`config.mk`:
```
export PLATFORM = sky130hd
export DESIGN_NAME = mem_access_unit
export DESIGN_NICKNAME = d
export VERILOG_FILES = /design/src/rtl/mem_access_unit.sv
export SDC_FILE = /design/constraint.sdc
export NUM_CORES = 1
export LEC_CHECK = 0
export CELL_PAD_IN_SITES_DETAIL_PLACEMENT = 1
export CELL_PAD_IN_SITES_GLOBAL_PLACEMENT = 1
export CORE_UTILIZATION = 33
export DETAILED_ROUTE_END_ITERATION = 8
export PLACE_DENSITY_LB_ADDON = 0.1
export SYNTH_ARGS = -nofsm -noshare
export SYNTH_HDL_FRONTEND = slang
export SYNTH_SLANG_ARGS = --single-unit
```
`constraint.sdc`:
```
create_clock -name clk -period 2.3 [get_ports clk]
set_input_delay 0.46 -clock clk [delete_from_list [all_inputs] [get_ports clk]]
set_output_delay 0.46 -clock clk [all_outputs]
set_load 0.02 [all_outputs]
```
`src/rtl/mem_access_unit.sv`:
```
// Data-memory access stage: one bus transaction per load/store, then an aligned, extended response.
// Optional build macro MAU_MISALIGN_CHK_EN rejects misaligned half/word accesses without using the bus.
module mem_access_unit #(
   parameter int TO_W    = 8,
   parameter int TIMEOUT = 200
) (
   input  logic        clk,
   input  logic        rst_n,
   input  logic        req_valid,
   output logic        req_ready,
   input  logic        req_store,
   input  logic [2:0]  req_funct3,
   input  logic [31:0] req_addr,
   input  logic [31:0] req_wdata,
   output logic        mem_req,
   output logic        mem_we,
   output logic [31:0] mem_addr,
   output logic [3:0]  mem_be,
   output logic [31:0] mem_wdata,
   input  logic        mem_ack,
   input  logic        mem_err,
   input  logic [31:0] mem_rdata,
   output logic        resp_valid,
   output logic [31:0] resp_rdata,
   output logic        resp_err
);

   typedef enum logic [1:0] {
      S_IDLE = 2'd0,
      S_BUS  = 2'd1,
      S_RESP = 2'd2
   } state_t;

   state_t           state_q;
   logic [TO_W-1:0]  cnt_q;
   logic [1:0]       off_q;
   logic [2:0]       funct3_q;
   logic             store_q;

   logic             req_ready_q;
   logic             mem_req_q;
   logic             mem_we_q;
   logic [31:0]      mem_addr_q;
   logic [3:0]       mem_be_q;
   logic [31:0]      mem_wdata_q;
   logic             resp_valid_q;
   logic [31:0]      resp_rdata_q;
   logic             resp_err_q;

   logic [1:0]       off_d;
   logic [3:0]       be_d;
   logic [31:0]      wdata_d;
   logic             misalign_d;
   logic [7:0]       rd_byte;
   logic [15:0]      rd_half;
   logic [31:0]      load_d;
   logic             accept;
   logic             timeout_hit;

   assign off_d       = req_addr[1:0];
   assign accept      = req_valid && req_ready_q;
   assign timeout_hit = (cnt_q == TO_W'(TIMEOUT - 1));

   // Lane strobes and replicated store data for the incoming request
   always_comb begin
      be_d    = 4'b1111;
      wdata_d = req_wdata;
      case (req_funct3[1:0])
         2'd0: begin
            be_d    = 4'b0001 << off_d;
            wdata_d = {4{req_wdata[7:0]}};
         end
         2'd1: begin
            be_d    = 4'b0011 << {off_d[1], 1'b0};
            wdata_d = {2{req_wdata[15:0]}};
         end
         default: begin
            be_d    = 4'b1111;
            wdata_d = req_wdata;
         end
      endcase
   end

`ifdef MAU_MISALIGN_CHK_EN
   always_comb begin
      misalign_d = 1'b0;
      case (req_funct3[1:0])
         2'd0:    misalign_d = 1'b0;
         2'd1:    misalign_d = off_d[0];
         default: misalign_d = (off_d != 2'b00);
      endcase
   end
`else
   assign misalign_d = 1'b0;
`endif

   // Load lane select uses the offset latched at accept time
   assign rd_byte = mem_rdata[{off_q, 3'b000} +: 8];
   assign rd_half = mem_rdata[{off_q[1], 4'b0000} +: 16];

   always_comb begin
      load_d = mem_rdata;
      case (funct3_q[1:0])
         2'd0:    load_d = funct3_q[2] ? {24'b0, rd_byte} : {{24{rd_byte[7]}}, rd_byte};
         2'd1:    load_d = funct3_q[2] ? {16'b0, rd_half} : {{16{rd_half[15]}}, rd_half};
         default: load_d = mem_rdata;
      endcase
   end

   always_ff @(posedge clk or negedge rst_n) begin
      if (!rst_n) begin
         state_q      <= S_IDLE;
         cnt_q        <= '0;
         off_q        <= 2'b00;
         funct3_q     <= 3'b000;
         store_q      <= 1'b0;
         req_ready_q  <= 1'b0;
         mem_req_q    <= 1'b0;
         mem_we_q     <= 1'b0;
         mem_addr_q   <= 32'h0;
         mem_be_q     <= 4'b0000;
         mem_wdata_q  <= 32'h0;
         resp_valid_q <= 1'b0;
         resp_rdata_q <= 32'h0;
         resp_err_q   <= 1'b0;
      end else begin
         case (state_q)
            S_IDLE: begin
               req_ready_q <= 1'b1;
               if (accept) begin
                  req_ready_q <= 1'b0;
                  off_q       <= off_d;
                  funct3_q    <= req_funct3;
                  store_q     <= req_store;
                  cnt_q       <= '0;
                  if (misalign_d) begin
                     state_q      <= S_RESP;
                     resp_valid_q <= 1'b1;
                     resp_err_q   <= 1'b1;
                     resp_rdata_q <= 32'h0;
                  end else begin
                     state_q     <= S_BUS;
                     mem_req_q   <= 1'b1;
                     mem_we_q    <= req_store;
                     mem_addr_q  <= {req_addr[31:2], 2'b00};
                     mem_be_q    <= be_d;
                     mem_wdata_q <= wdata_d;
                  end
               end
            end
            S_BUS: begin
               // An ack in the final timeout cycle still completes normally
               if (mem_ack) begin
                  state_q      <= S_RESP;
                  mem_req_q    <= 1'b0;
                  resp_valid_q <= 1'b1;
                  resp_err_q   <= mem_err;
                  resp_rdata_q <= (mem_err || store_q) ? 32'h0 : load_d;
               end else if (timeout_hit) begin
                  state_q      <= S_RESP;
                  mem_req_q    <= 1'b0;
                  resp_valid_q <= 1'b1;
                  resp_err_q   <= 1'b1;
                  resp_rdata_q <= 32'h0;
               end else begin
                  cnt_q <= cnt_q + 1'b1;
               end
            end
            S_RESP: begin
               resp_valid_q <= 1'b0;
               req_ready_q  <= 1'b1;
               state_q      <= S_IDLE;
            end
            default: begin
               state_q      <= S_IDLE;
               mem_req_q    <= 1'b0;
               resp_valid_q <= 1'b0;
               req_ready_q  <= 1'b0;
            end
         endcase
      end
   end

   assign req_ready  = req_ready_q;
   assign mem_req    = mem_req_q;
   assign mem_we     = mem_we_q;
   assign mem_addr   = mem_addr_q;
   assign mem_be     = mem_be_q;
   assign mem_wdata  = mem_wdata_q;
   assign resp_valid = resp_valid_q;
   assign resp_rdata = resp_rdata_q;
   assign resp_err   = resp_err_q;

endmodule

```
======== Word level (Yosys, flattened, before mapping) ========
Index checks and enable logic that the tools add are counted.
storage, ports and cells
  flip-flop bits (word level) ............. 118
  bits of input ports ..................... 105
  output and inout bits ................... 105
  logic and storage cells ................. 68
operators by class
  add/sub/neg operators ................... 1
  equality and inequality tests ........... 9
  shift operators ......................... 4
  muxes and demuxes ....................... 26
  bitwise operators ....................... 2
  reductions and logical operators ........ 13
operators with widths
  kind                                             number
  2-to-1 mux 32 bit                                5
  case mux 32 bit (2 select lines)                 2
  variable part select 32 x 6 -> 16 bit            1
  variable part select 32 x 6 -> 8 bit             1
  2-to-1 mux 8 bit                                 3
  case mux 8 bit (2 select lines)                  1
  adder 8 x 1 -> 8 bit, second input constant      1
  == test 8 bit, second input constant             1
  case mux 4 bit (2 select lines)                  1
  AND reduction 2 bit                              4
  2-to-1 mux 1 bit                                 7
  == test 2 x 1 -> 1 bit, second input constant    3
  logical NOT 2 bit                                3
  2-to-1 mux 2 bit                                 3
  != test 2 bit, second input constant             3
  case mux 1 bit (3 select lines)                  2
  case mux 2 bit (2 select lines)                  1
  AND reduction 4 bit                              1
  nonzero test 2 bit                               2
  << shifter 1 x 2 -> 4 bit, first input constant  1
  << shifter 2 x 2 -> 4 bit, first input constant  1
  != test 3 bit, second input constant             1
  AND reduction 3 bit                              1
  == test 2 bit, second input constant             1
  other kinds (4)                                  5

======== Longest topological paths before layout ========
Gate-level depths: netlist (run 1).
  depth after elaboration ................. 5
  depth in mapped cells ................... 7
  gate-level depth less buffers ........... 6

======== Least setup slack after synthesis (run 1) ========
No wires, ideal clock.
  kind .................................... flip-flop to flip-flop
  start ................................... register cnt_q[0]
  end ..................................... register resp_rdata_q[19], in the netlist resp_rdata[19]
  setup time .............................. 127 ps
  arrival time ............................ 1791 ps
  data required time ...................... 2173 ps
  slack ................................... 382 ps
  stages on the path, launching flop included .. 7
  path buffers ............................ 1
  period minus slack after synthesis ...... 1918 ps
  cell sequence ........................... dfrtp_1 -> ha_1 -> nand4_1 -> o41ai_4 -> nand2_4 -> buf_2 -> a221o_2
between the ends
  word-level cells in the longest chain between the ends .. 3
RTL lines
  element                               RTL line  text
  start: declaration                    35        logic [TO_W-1:0] cnt_q;
  start signal: assignment              166       cnt_q <= cnt_q + 1'b1;
  == test 8 bit                         62        assign timeout_hit = (cnt_q == TO_W'(TIMEOUT - 1));
  nonzero test 2 bit (no source line)   --
  AND reduction 2 bit (no source line)  --
  end signal: assignment                158       resp_rdata_q <= (mem_err || store_q) ? 32'h0 : load_d;
  end: declaration                      47        logic [31:0] resp_rdata_q;
No other way between the ends.
A chain may end at the register's enable or synchronous reset.

======== Worst setup path after layout (run 1) ========
  start ................................... register cnt_q[0]
  end ..................................... register resp_rdata_q[21], in the netlist resp_rdata[21]
Same word-level chain as after synthesis.

==> results by stage, run 1 <==
Outcome:
- The flow ran to the end, and the final reports show no timing, DRC or antenna violations.

Worst setup path:
- Traced cell by cell, the critical path runs through ha_1 -> nand4_1 -> o41ai_4 -> nand2_4 -> a221o_2.
- The slowest stage cell on the critical path is o41ai_4.
- The worst setup path is of the reg -> reg kind.
- The arrival time at the worst endpoint is 2.44 ns.
- The delay of the slowest critical-path stage is 0.51 ns.
- In this run the worst path has a maximum fanout of 21.
- For the worst setup path, the data required time is 2.59 ns.
- The type of origin of the critical path is a flip-flop.
- The worst setup path is captured at a flip-flop.

Power:
- The power after layout is 11.5 mW.
- Power spread over the standard cell area amounts to 1350 nW/µm².
- The standby leakage power is 3.78 nW.
- VDD sags by at most 0.606 mV.

Synth:
- In the synthesized netlist the async set-or-reset flop fraction comes to 1.00.
- In the synthesized netlist, the cells that appear most often are nand2_1, dfrtp_1, mux2i_1.
- In the post-synthesis netlist, the biggest area contributors are dfrtp_1, nand2_1, mux2i_1.
- Among all flip-flop cells after synthesis, the most frequent one is dfrtp_1.
- The area of the mapped netlist is 5490 µm².
- Yosys printed 0 warnings.
- The synthesized design contains 0 enable-type register cells.
- The share of the synthesized area in the top cell type is 0.538.
- The synthesis-stage register bit count is 118.
- Of the synthesized area, sequential elements account for 0.538.
- The synthesized netlist contains 48 unique library cells.
- The post-synthesis cell type with the largest combined area is dfrtp_1.
- A synthesized cell averages 9.75 µm².
- Yosys instantiated no cell more often than nand2_1.
- The post-synthesis cell count is 563.

GRT:
- For this run, global-route usage on met1 was measured as 0.270.
- The overall overflow remaining after global route is 0.
- The layer flagged by global routing as most heavily used is met2.
- The global-route met3 utilization is 0.0778.
- The pin count of the biggest net entering global routing is 119.
- The first global-routing pass estimated 28700 µm of wire.
- In the global route stage, overall resource usage came out at 0.222.
- The via count of the first global-routing pass was 5405.
- The met2 track demand over resource is 0.370.
- The number of antenna violations at the first check in global routing was 1.

Final layout:
- The number of nets in the layout is 877.
- The multi-input combinational cells in the finished layout cover a total of 2320 µm².
- The post-route cell area is 8530 µm².
- Fill cells in the final layout number 1745.
- The post-route non-filler standard cell count is 999.
- The number of antenna repair diodes is 0.
- The fraction of final layout cells with drive strength greater than 1 is 0.0881.
- From synthesis to final layout, the design area changed by 55.4%.
- Summing all flip-flop and latch instances after layout gives 2950 µm².

Die:
- The placeable core region is 16100 µm².
- The initial utilization of the core area, before any placement, comes to 0.342.
- The width of the die is 131 µm.
- The die outline height is 131 µm.
- The number of top-level pins is 210.
- The die covers 17200 µm².
- The row count is 46.

Placed design:
- At the end of routability-driven placement, the weighted congestion stood at 0.801.
- The cell area reported after detailed placement is 7850 µm².
- The count of buffers from port buffering is 207.
- The post-placement cell count is 968.
- The wire-length estimate of the detail-placed layout is 13000 µm.

Drt:
- The routed layout has 4974 vias.
- For this run, design rule violations remaining after detail routing come to 0.
- The overall routed net length is 18300 µm.
- The average vias per placed instance is 4.98.
- The count of nets left with antenna violations after detail routing is 0.
- In the final routed layout, each cell accounts on average for 18.3 µm.
- The detailed router finished its first iteration with 164 violations.
- The pre-antenna-repair detailed-routing pass consisted of 4 iterations.

CTS:
- Buffers inserted to repair hold after CTS numbered 0.
- In this run the clock root is driven by a clkbuf_16.
- The total number of H-tree levels is 4.
- The post-CTS repair timing setup buffer count is 0.
- The clock-pin slew on the worst setup and hold paths is 0.06 ns.
- Post-CTS repair changed the size of 0 cells.
- In this run the deepest clock path goes through 2 buffers.
- TritonCTS built the clock tree.
- Counting the buffers created by CTS gives 17.
- The clock latency reported for the late side of the worst-skew pair is 0.41 ns.
- The number of sinks handled by clock tree synthesis is 118.

Timing:
- Setup repair after global routing left no endpoint under its margin.
- The final number of hold-violating endpoints is 0.
- Based on the critical path, the design can be clocked at up to 0.466 GHz.
- The clock skew is 0.00745 ns.
- Dividing the final minimum period by the clock period gives 0.932.
- The number of pins with negative max-slew slack in the final report is 0.
- The total negative setup slack is 0 ns.
- Setup violations remaining at the end of the flow were counted as 0.
- In this run the tightest slew margin relative to its limit is 0.534.
- The worst-margin pin slew is 0.681 ns.
- The worst slack on hold paths is 0.0977 ns.
- The worst path in the final design needs a cycle of 2.14 ns, including I/O delays and setup.

Flow run:
- Max-cap violations in this run came to 0.

Min path:
- The type of the most critical hold path is in -> async.
## registers in the layout, indices dropped and copies added, names as in the netlist, 2 cells and up
name        count
mem_wdata      32
state_q         2
cnt_q           8
resp_rdata     32
funct3_q        3
mem_be          4
mem_addr       30
off_q           2
## per-stage QoR
step / worst slack [ns] / utilization
2_1_floorplan: 0.382 / -
3_3_place_gp: 0.0907 / 0.489
3_5_place_dp: 0.0230 / 0.489
4_1_cts: 0.172 / 0.531
5_1_grt: 0.0165 / 0.531
6_report: 0.156 / 0.531
## final cells by class
type,count,area share
sequential,118,0.346
multi-input combinational,393,0.272
timing repair buffer,226,0.264
clock buffer,23,0.0572
tap,216,0.0317
clock inverter,8,0.0226
inverter,15,0.00660
## where the power goes
part | total (mW) | internal [mW] | switching [mW]
logic | 4.95 | 2.25 | 2.70
clock network | 3.08 | 2.14 | 0.936
registers | 3.52 | 2.91 | 0.609
## logic make-up (layout without fill, tap and decap cells)
group,count (synthesis),in the layout,synth area share
flops,118,118,0.538
other cells,1,2,0.000683
xor+xnor,3,3,0.00479
fa+ha+maj,1,1,0.00228
simple gates,236,236,0.185
buf+inv,53,272,0.0428
mux,43,43,0.0789
compound gates,108,108,0.148
## critical path: cells and delay by family, from the launching register on
kind                       cells  cell delay (ns)
AOI/OAI and AO/OA              2             0.96
DFF                            1             0.41
adders and majority gates      1             0.22
and+or+nand+nor                2             0.41
## layer usage
layer  vias up  part of all wire
li1       2343                 -
met1      2447              0.43
met2       168              0.48
met3        16             0.080
met4         0             0.011
met5         -                 0
## path summary, 6_finish.rpt
path,slack (ns),cells after the start,start,end
min,0.1,2,rst_n,mem_addr[28]
max reg2reg,0.16,5,cnt_q[0],resp_rdata[21]
min in group clk,0.48,2,mem_addr[18],mem_addr[18]
max in group asynchronous,1.66,2,rst_n,mem_addr[15]
min reg2reg,0.48,2,mem_addr[18],mem_addr[18]
max,0.16,5,cnt_q[0],resp_rdata[21]
## cell usage in the layout, fill, tap and decap left out, types with 7 or more instances in the layout
cell / synthesis / layout
nor2_1: 31 / 31
o2bb2ai_1: 7 / 7
clkbuf_16: 0 / 17
a211o_1: 7 / 7
a211oi_1: 9 / 9
nand2b_1: 14 / 14
a21oi_1: 12 / 12
o211ai_1: 8 / 8
a221o_2: 10 / 10
clkdlybuf4s50_1: 0 / 206
nand2_1: 161 / 161
dfrtp_1: 118 / 118
inv_1: 13 / 13
buf_4: 3 / 17
mux2i_1: 41 / 41
nor3_1: 10 / 10
o21ai_0: 33 / 33
(Power assumes the default switching activity.)
==> run 2, diff against run 1 <==
Settings changed: CELL_PAD_IN_SITES_DETAIL_PLACEMENT 1 to not set, CELL_PAD_IN_SITES_GLOBAL_PLACEMENT 1 to not set, CORE_UTILIZATION 33 to 44, PLACE_DENSITY set to 0.8, PLACE_DENSITY_LB_ADDON 0.1 to not set.
==> run 2 against run 1 <==
  * First-iteration DRC count is 98% higher
  * Global-route usage is 3.9 points higher
  * Clock skew is 0.0043 ns higher
  * Register-to-register slack better by 0.19 ns
  * Via count is 1.4% lower
  * Sequential cell count stayed put
  * Die area is 25% lower
  * Hold slack better by 0.0060 ns
  * Largest power group unchanged
==> results by stage, run 2 (synthesis gave the netlist of run 1 again) <==
Placed design:
- The final RePlAce weighted congestion is 0.895.
- Input and output buffers added on the ports amount to 207.
- The HPWL after detailed placement is 11400 µm.

CTS:
- The total number of H-tree levels is 4.
- The clock-pin slew on the worst setup and hold paths is 0.05 ns.
- The clock passes through at most 2 buffers.
- The root buffer selected by CTS is clkbuf_16.
- The clock latency reported for the late side of the worst-skew pair is 0.42 ns.
- The clock net in this run drives a total of 118 sinks.
- TritonCTS built the clock tree.
- The number of clock buffers inserted by TritonCTS is 17.
- After clock tree synthesis, the setup repair step added 0 buffers.

Drt:
- The detailed router placed 4902 vias in this run.
- Dividing the detail-routed via count by the number of cells gives 5.14.
- Dividing the detail-routed wire length by the instance count gives 16.6 µm.
- The first detailed-routing pass took 4 iterations.
- The overall routed net length is 15800 µm.
- The count of nets left with antenna violations after detail routing is 0.
- In the routed design, unresolved DRC markers number 0.
- For this block, the initial DRC count from the detailed router was 325.

Timing:
- The clock period could shrink to 2.00 ns.
- The number of pins with negative max-slew slack in the final report came to 0.
- The clock skew is 0.0118 ns.
- The final number of hold-violating endpoints is 0.
- The post-route clock period utilization is 0.871.
- For the pin with the worst max-slew slack, the measured transition is 0.663 ns.
- Measured against its own limit, the worst slew margin works out to 0.558.
- Setup repair after global routing left no endpoint under its margin.
- Setup violations remaining at the end of the flow were counted as 0.
- For this run, the top clock speed supported by timing is 0.499 GHz.

Worst setup path:
- In this design, the stage delay of the slowest critical-path cell is 0.67 ns.
- The arrival time at the worst endpoint is 1.54 ns.
- The worst setup path is captured at a primary output.
- The setup path with the least slack is of type reg -> out.
- The kind of cell adding the most delay to the critical path is buffers and inverters.
- The endpoint required time on the critical path is 1.84 ns.
- The critical path goes through clkdlybuf4s50_1.
- The type of origin of the critical path is a flip-flop.
- The largest individual stage delay along the critical path comes from the cell clkdlybuf4s50_1.
- Of all nets on the critical path, the largest fanout is 6.
- Counting both buffers and inverters, the worst setup path holds a total of 1.

GRT:
- Global routing finished with a remaining overflow of 0.
- The number of antenna violations at the first check in global routing is 0.
- The pin count of the biggest net entering global routing is 119.
- The via count of the first global-routing pass is 5114.
- The first global-routing pass estimated 25800 µm of wire.
- The overall routing resource usage is 0.261.

Power:
- The standby leakage power is 3.76 nW.
- The power density over cell area is 1310 nW/µm².
- The power after layout is 11.0 mW.
- The share of total power dissipated in the clock network is 0.238.
- The share of total power dissipated in sequential elements is 0.319.
- The switching portion of total power is 0.373.
- The part of the total power dissipated in combinational logic is 0.443.
- The maximum resistive drop on vdd is 0.707 mV.
- The cell-internal power is 6.92 mW.
- The switching power is 4.12 mW.

Final layout:
- The multi-input combinational cell area is 2320 µm².
- The area added between synthesis and finish is 53.3%.
- The number of filler instances in the final layout is 964.
- In the layout the commonest cells are clkdlybuf4s50_1, nand2_1, dfrtp_1, mux2i_1, o21ai_0.
- The fraction of final layout cells with drive strength greater than 1 is 0.0930.
- Leaving out fill and tap cells, the most frequent cell in the layout is clkdlybuf4s50_1.
- The number of nets in the layout is 878.
- The repair_antennas step left the layout with diodes totalling 0.
- The storage element area is 2950 µm².
- At the end of the flow the core is filled with cells to 0.695.

Flow run:
- Max-cap violations in this run came to 0.

Outcome:
- The flow ran to the end, and the final reports show no timing, DRC or antenna violations.

Min path:
- In this run the worst hold path is classified as in -> async.

Die:
- In this run the standard cell core region covers 12100 µm².
- The floorplan has 40 rows.
- The die covers 12900 µm².
- The number of top-level pins is 210.
- The die outline height is 114 µm.
- For this configuration, the core starts out at a cell density of 0.453.
- Measured along the x axis, the die boundary spans 114 µm.
==> run 2: final timing paths <==
kind	slack, ns	cells after the start	start	endpoint
max	0.30	1	req_ready	req_ready
min	0.10	2	rst_n	cnt_q[5]
max reg2reg	0.35	6	state_q[1]	resp_rdata[18]
min reg2reg	0.47	2	mem_addr[15]	mem_addr[15]
max in group asynchronous	1.71	2	rst_n	mem_addr[20]
min in group clk	0.47	2	mem_addr[15]	mem_addr[15]
==> run 2: metrics by stage <==
stage	TNS (ns)	hold slack (ns)	worst slack (ns)	instance area [µm²]	cells
final	0	0.104	0.296	8420	953
after global routing	0	0.192	0.228	8420	953
after CTS	0	0.162	0.128	8420	953
after detailed placement	-4.18	0.463	-0.276	7820	921
after global placement	-2.07	0.459	-0.139	7820	921
after floorplan	0	0.164	0.382	5490	564
==> run 2: layer usage <==
layer | wire, µm | vias to the layer above | global-route usage
met4 | 208 | 0 | 0.0956
met5 | 0 | - | 0
met1 | 6500 | 2352 | 0.308
met3 | 1360 | 19 | 0.0978
met2 | 7760 | 190 | 0.436
li1 | - | 2341 | -
==> run 2: power groups by stage <==
| stage | Combinational [mW] | Clock (mW) | Sequential [mW] |
|---|---|---|---|
| CTS | 4.93 | 2.68 | 3.52 |
| detailed placement | 4.90 | 0 | 3.53 |
| finish | 4.89 | 2.63 | 3.52 |
| global placement | 4.80 | 0 | 3.50 |
| global route | 5.29 | 2.77 | 3.63 |
| floorplan | 1.74 | 0 | 4.30 |
==> run 2: area by class of cell <==
type,instances,area share
Multi-Input combinational cell,393,0.276
Tap cell,168,0.0250
Timing Repair Buffer,227,0.271
Inverter,15,0.00669
Sequential cell,118,0.351
Clock buffer,23,0.0591
Clock inverter,9,0.0116
==> run 2: worst register-to-register path, stage by stage, from the launching register on <==
cell	delay (ns)
dfrtp_1	0.47
nand4bb_4	0.26
or2_0	0.28
buf_4	0.18
a2111oi_4	0.38
buf_12	0.19
a221o_1	0.12
==> run 2: timing repair <==
item / CTS / global route
hold endpoints to repair: 0 / 0
setup endpoints to repair: 0 / 3
hold buffers: 0 / 0
resized for setup: 0 / 1
==> run 3, diff against run 2 <==
Settings changed: CORE_UTILIZATION 44 to 35, PLACE_DENSITY 0.8 to 0.66.
==> run 3 against run 2 <==
  * Sequential power hardly changed
  * Critical path depth is 4 higher
  * Power is 2.6% higher
  * Critical endpoint is now resp_rdata[20]
  * Largest cell class unchanged
==> results by stage, run 3 (synthesis gave the netlist of run 1 again) <==
CTS:
- The total number of H-tree levels is 4.
- The CTS tree is yes.
- The number of gates resized after CTS is 0.
- In this run the clock root is driven by a clkbuf_16.
- The number of buffers inserted for hold repair after clock tree synthesis is 0.
- The clock-pin slew on the worst setup and hold paths is 0.05 ns.
- The clock passes through at most 2 buffers.
- The number of sinks handled by clock tree synthesis is 118.
- Post-CTS timing repair inserted 0 buffers for setup.
- Counting the buffers created by CTS gives 17.
- The clock latency reported for the late side of the worst-skew pair is 0.42 ns.

GRT:
- The wire length of the first global-routing pass is 26000 µm.
- The number of antenna violations at the first check in global routing is 0.
- The via count of the first global-routing pass was 5024.
- The overall routing resource usage is 0.207.
- After global routing the overflow that remains totals 0.
- The pin count of the biggest net entering global routing is 69.

Die:
- The width of the die is 127 µm.
- For this configuration, the core starts out at a cell density of 0.360.
- In this run the count of I/O pins placed on the die edge is 210.
- The row count is 45.
- The die outline height is 127 µm.
- The die covers 16200 µm².
- The placeable core region is 15300 µm².

Timing:
- Across the routed clock network, the largest skew measured is 0.0112 ns.
- The post-route clock period utilization is 0.922.
- The final number of hold-violating endpoints is 0.
- Static timing analysis puts the maximum clock frequency at 0.471 GHz.
- The number of pins with negative max-slew slack in the final report is 0.
- Setup repair after global routing left no endpoint under its margin.
- Setup violations remaining at the end of the flow were counted as 0.
- The worst slew slack as a fraction of its limit is 0.306.
- The worst-margin pin slew is 1.04 ns.
- The shortest clock period the worst path allows after layout is 2.12 ns.

Placed design:
- The post-placement cell count is 966.
- At the end of routability-driven placement, the weighted congestion stood at 0.873.
- The estimated wirelength of the detail-placed design is 12000 µm.
- The count of buffers from port buffering is 207.

Drt:
- After detailed routing, the number of remaining DRC violations is 0.
- The first-pass iteration count of the detailed router is 4.
- The overall routed net length is 16100 µm.
- After detailed routing, the number of vias per cell comes to 4.90.
- The detail-routed net length per standard cell is 16.2 µm.
- The count of nets left with antenna violations after detail routing is 0.
- The number of design-rule violations left by the first detailed-router iteration is 261.
- Across all layers, the routed design uses 4883 vias.

Power:
- IR analysis of the VDD net gives a maximum drop of 0.634 mV.
- The power density over cell area is 1330 nW/µm².
- In this run the static leakage power is 3.79 nW.
- The switching power is 4.09 mW.
- The part of the total power dissipated in combinational logic is 0.429.
- Internal power comes to 7.23 mW.
- Of the total power, the share spent switching nets is 0.361.
- Of the total power, registers draw 0.310.
- The relative contribution of the clock network to total power is 0.261.

Worst setup path:
- The arrival time at the worst endpoint is 2.41 ns.
- The kind of cell with the highest combined delay along the critical path is compound AO/OA/AOI/OAI gates.
- Traced cell by cell, the critical path runs through ha_1 -> nand4_1 -> o41ai_4 -> nand2_4 -> a221o_2.
- The type of origin of the critical path is a flip-flop.
- The slowest stage cell on the critical path is o41ai_4.
- The delay of the slowest critical-path stage is 0.52 ns.
- The combined buffer and inverter count along the critical path is 0.
- Data on the critical path is required at its endpoint by 2.58 ns.
- The type of the setup path with the least slack is reg -> reg.
- The sort of element at the end of the critical path is a flip-flop.
- The highest fanout seen on the critical path is 21.

Final layout:
- The fraction of final layout cells with drive strength greater than 1 is 0.0929.
- After the last flow step, the layout net total stands at 880.
- At the end of the flow the core is filled with cells to 0.560.
- The most frequent standard cell in the layout excluding fill and tap cells is clkdlybuf4s50_1.
- The area added between synthesis and finish is 55.6%.
- After filler insertion, the fill cell instance count of the layout stands at 1331.
- In the layout the commonest cells are clkdlybuf4s50_1, nand2_1, dfrtp_1, mux2i_1, o21ai_0.
- 0 antenna diodes ended up in the layout.
- After the flow finishes, the layout carries non-filler instances totaling 997.

Min path:
- In this run the worst hold path is classified as in -> async.

Outcome:
- The flow ran to the end, and the final reports show no timing, DRC or antenna violations.

Flow run:
- Max-cap violations in this run came to 0.
-- run 3: final timing paths --
check,startpoint,end,slack [ns],depth (start not counted)
setup / recovery,cnt_q[0],resp_rdata[20],0.18,5
hold / removal,rst_n,cnt_q[4],0.02,1
setup reg to reg,cnt_q[0],resp_rdata[20],0.18,5
hold reg to reg,mem_addr[3],mem_addr[3],0.47,2
max in group asynchronous,rst_n,mem_addr[25],1.56,2
min in group clk,mem_addr[3],mem_addr[3],0.47,2
-- run 3: stage by stage --
| step | hold WS [ns] | area, µm² | power, mW | TNS [ns] | setup slack, ns |
|---|---|---|---|---|---|
| after floorplan | 0.164 | 5490 | 6.05 | 0 | 0.382 |
| after global placement | 0.459 | 7880 | 8.29 | -2.07 | -0.140 |
| after detailed placement | 0.461 | 7880 | 8.41 | -3.57 | -0.219 |
| after CTS | 0.0359 | 8540 | 11.4 | 0 | 0.164 |
| after global routing | 0.0598 | 8540 | 12.0 | 0 | 0.0482 |
| final | 0.0189 | 8540 | 11.3 | 0 | 0.179 |
-- run 3: per-layer routing --
layer,share of wire,global-route usage,routed length (µm)
met5,0,0,0
met4,0.017,0.0763,266
met3,0.066,0.0586,1060
met2,0.49,0.354,7970
met1,0.42,0.249,6820
-- run 3: power by group through the flow --
stage | clock network [mW] | registers, mW | logic (mW)
after floorplan | 0 | 4.30 | 1.74
after global placement | 0 | 3.49 | 4.80
after detailed placement | 0 | 3.52 | 4.89
after CTS | 3.02 | 3.51 | 4.92
after global routing | 3.13 | 3.62 | 5.26
final | 2.96 | 3.51 | 4.86
-- run 3: area by class of cell --
type / instances / area, µm² / area share
clock buffers: 23 / 498 / 0.0583
clock inverters: 8 / 168 / 0.0196
inverters: 15 / 56.3 / 0.00659
multi-input cells: 393 / 2320 / 0.272
flip-flops and latches: 118 / 2950 / 0.346
well taps: 211 / 264 / 0.0309
repair buffers: 229 / 2280 / 0.267
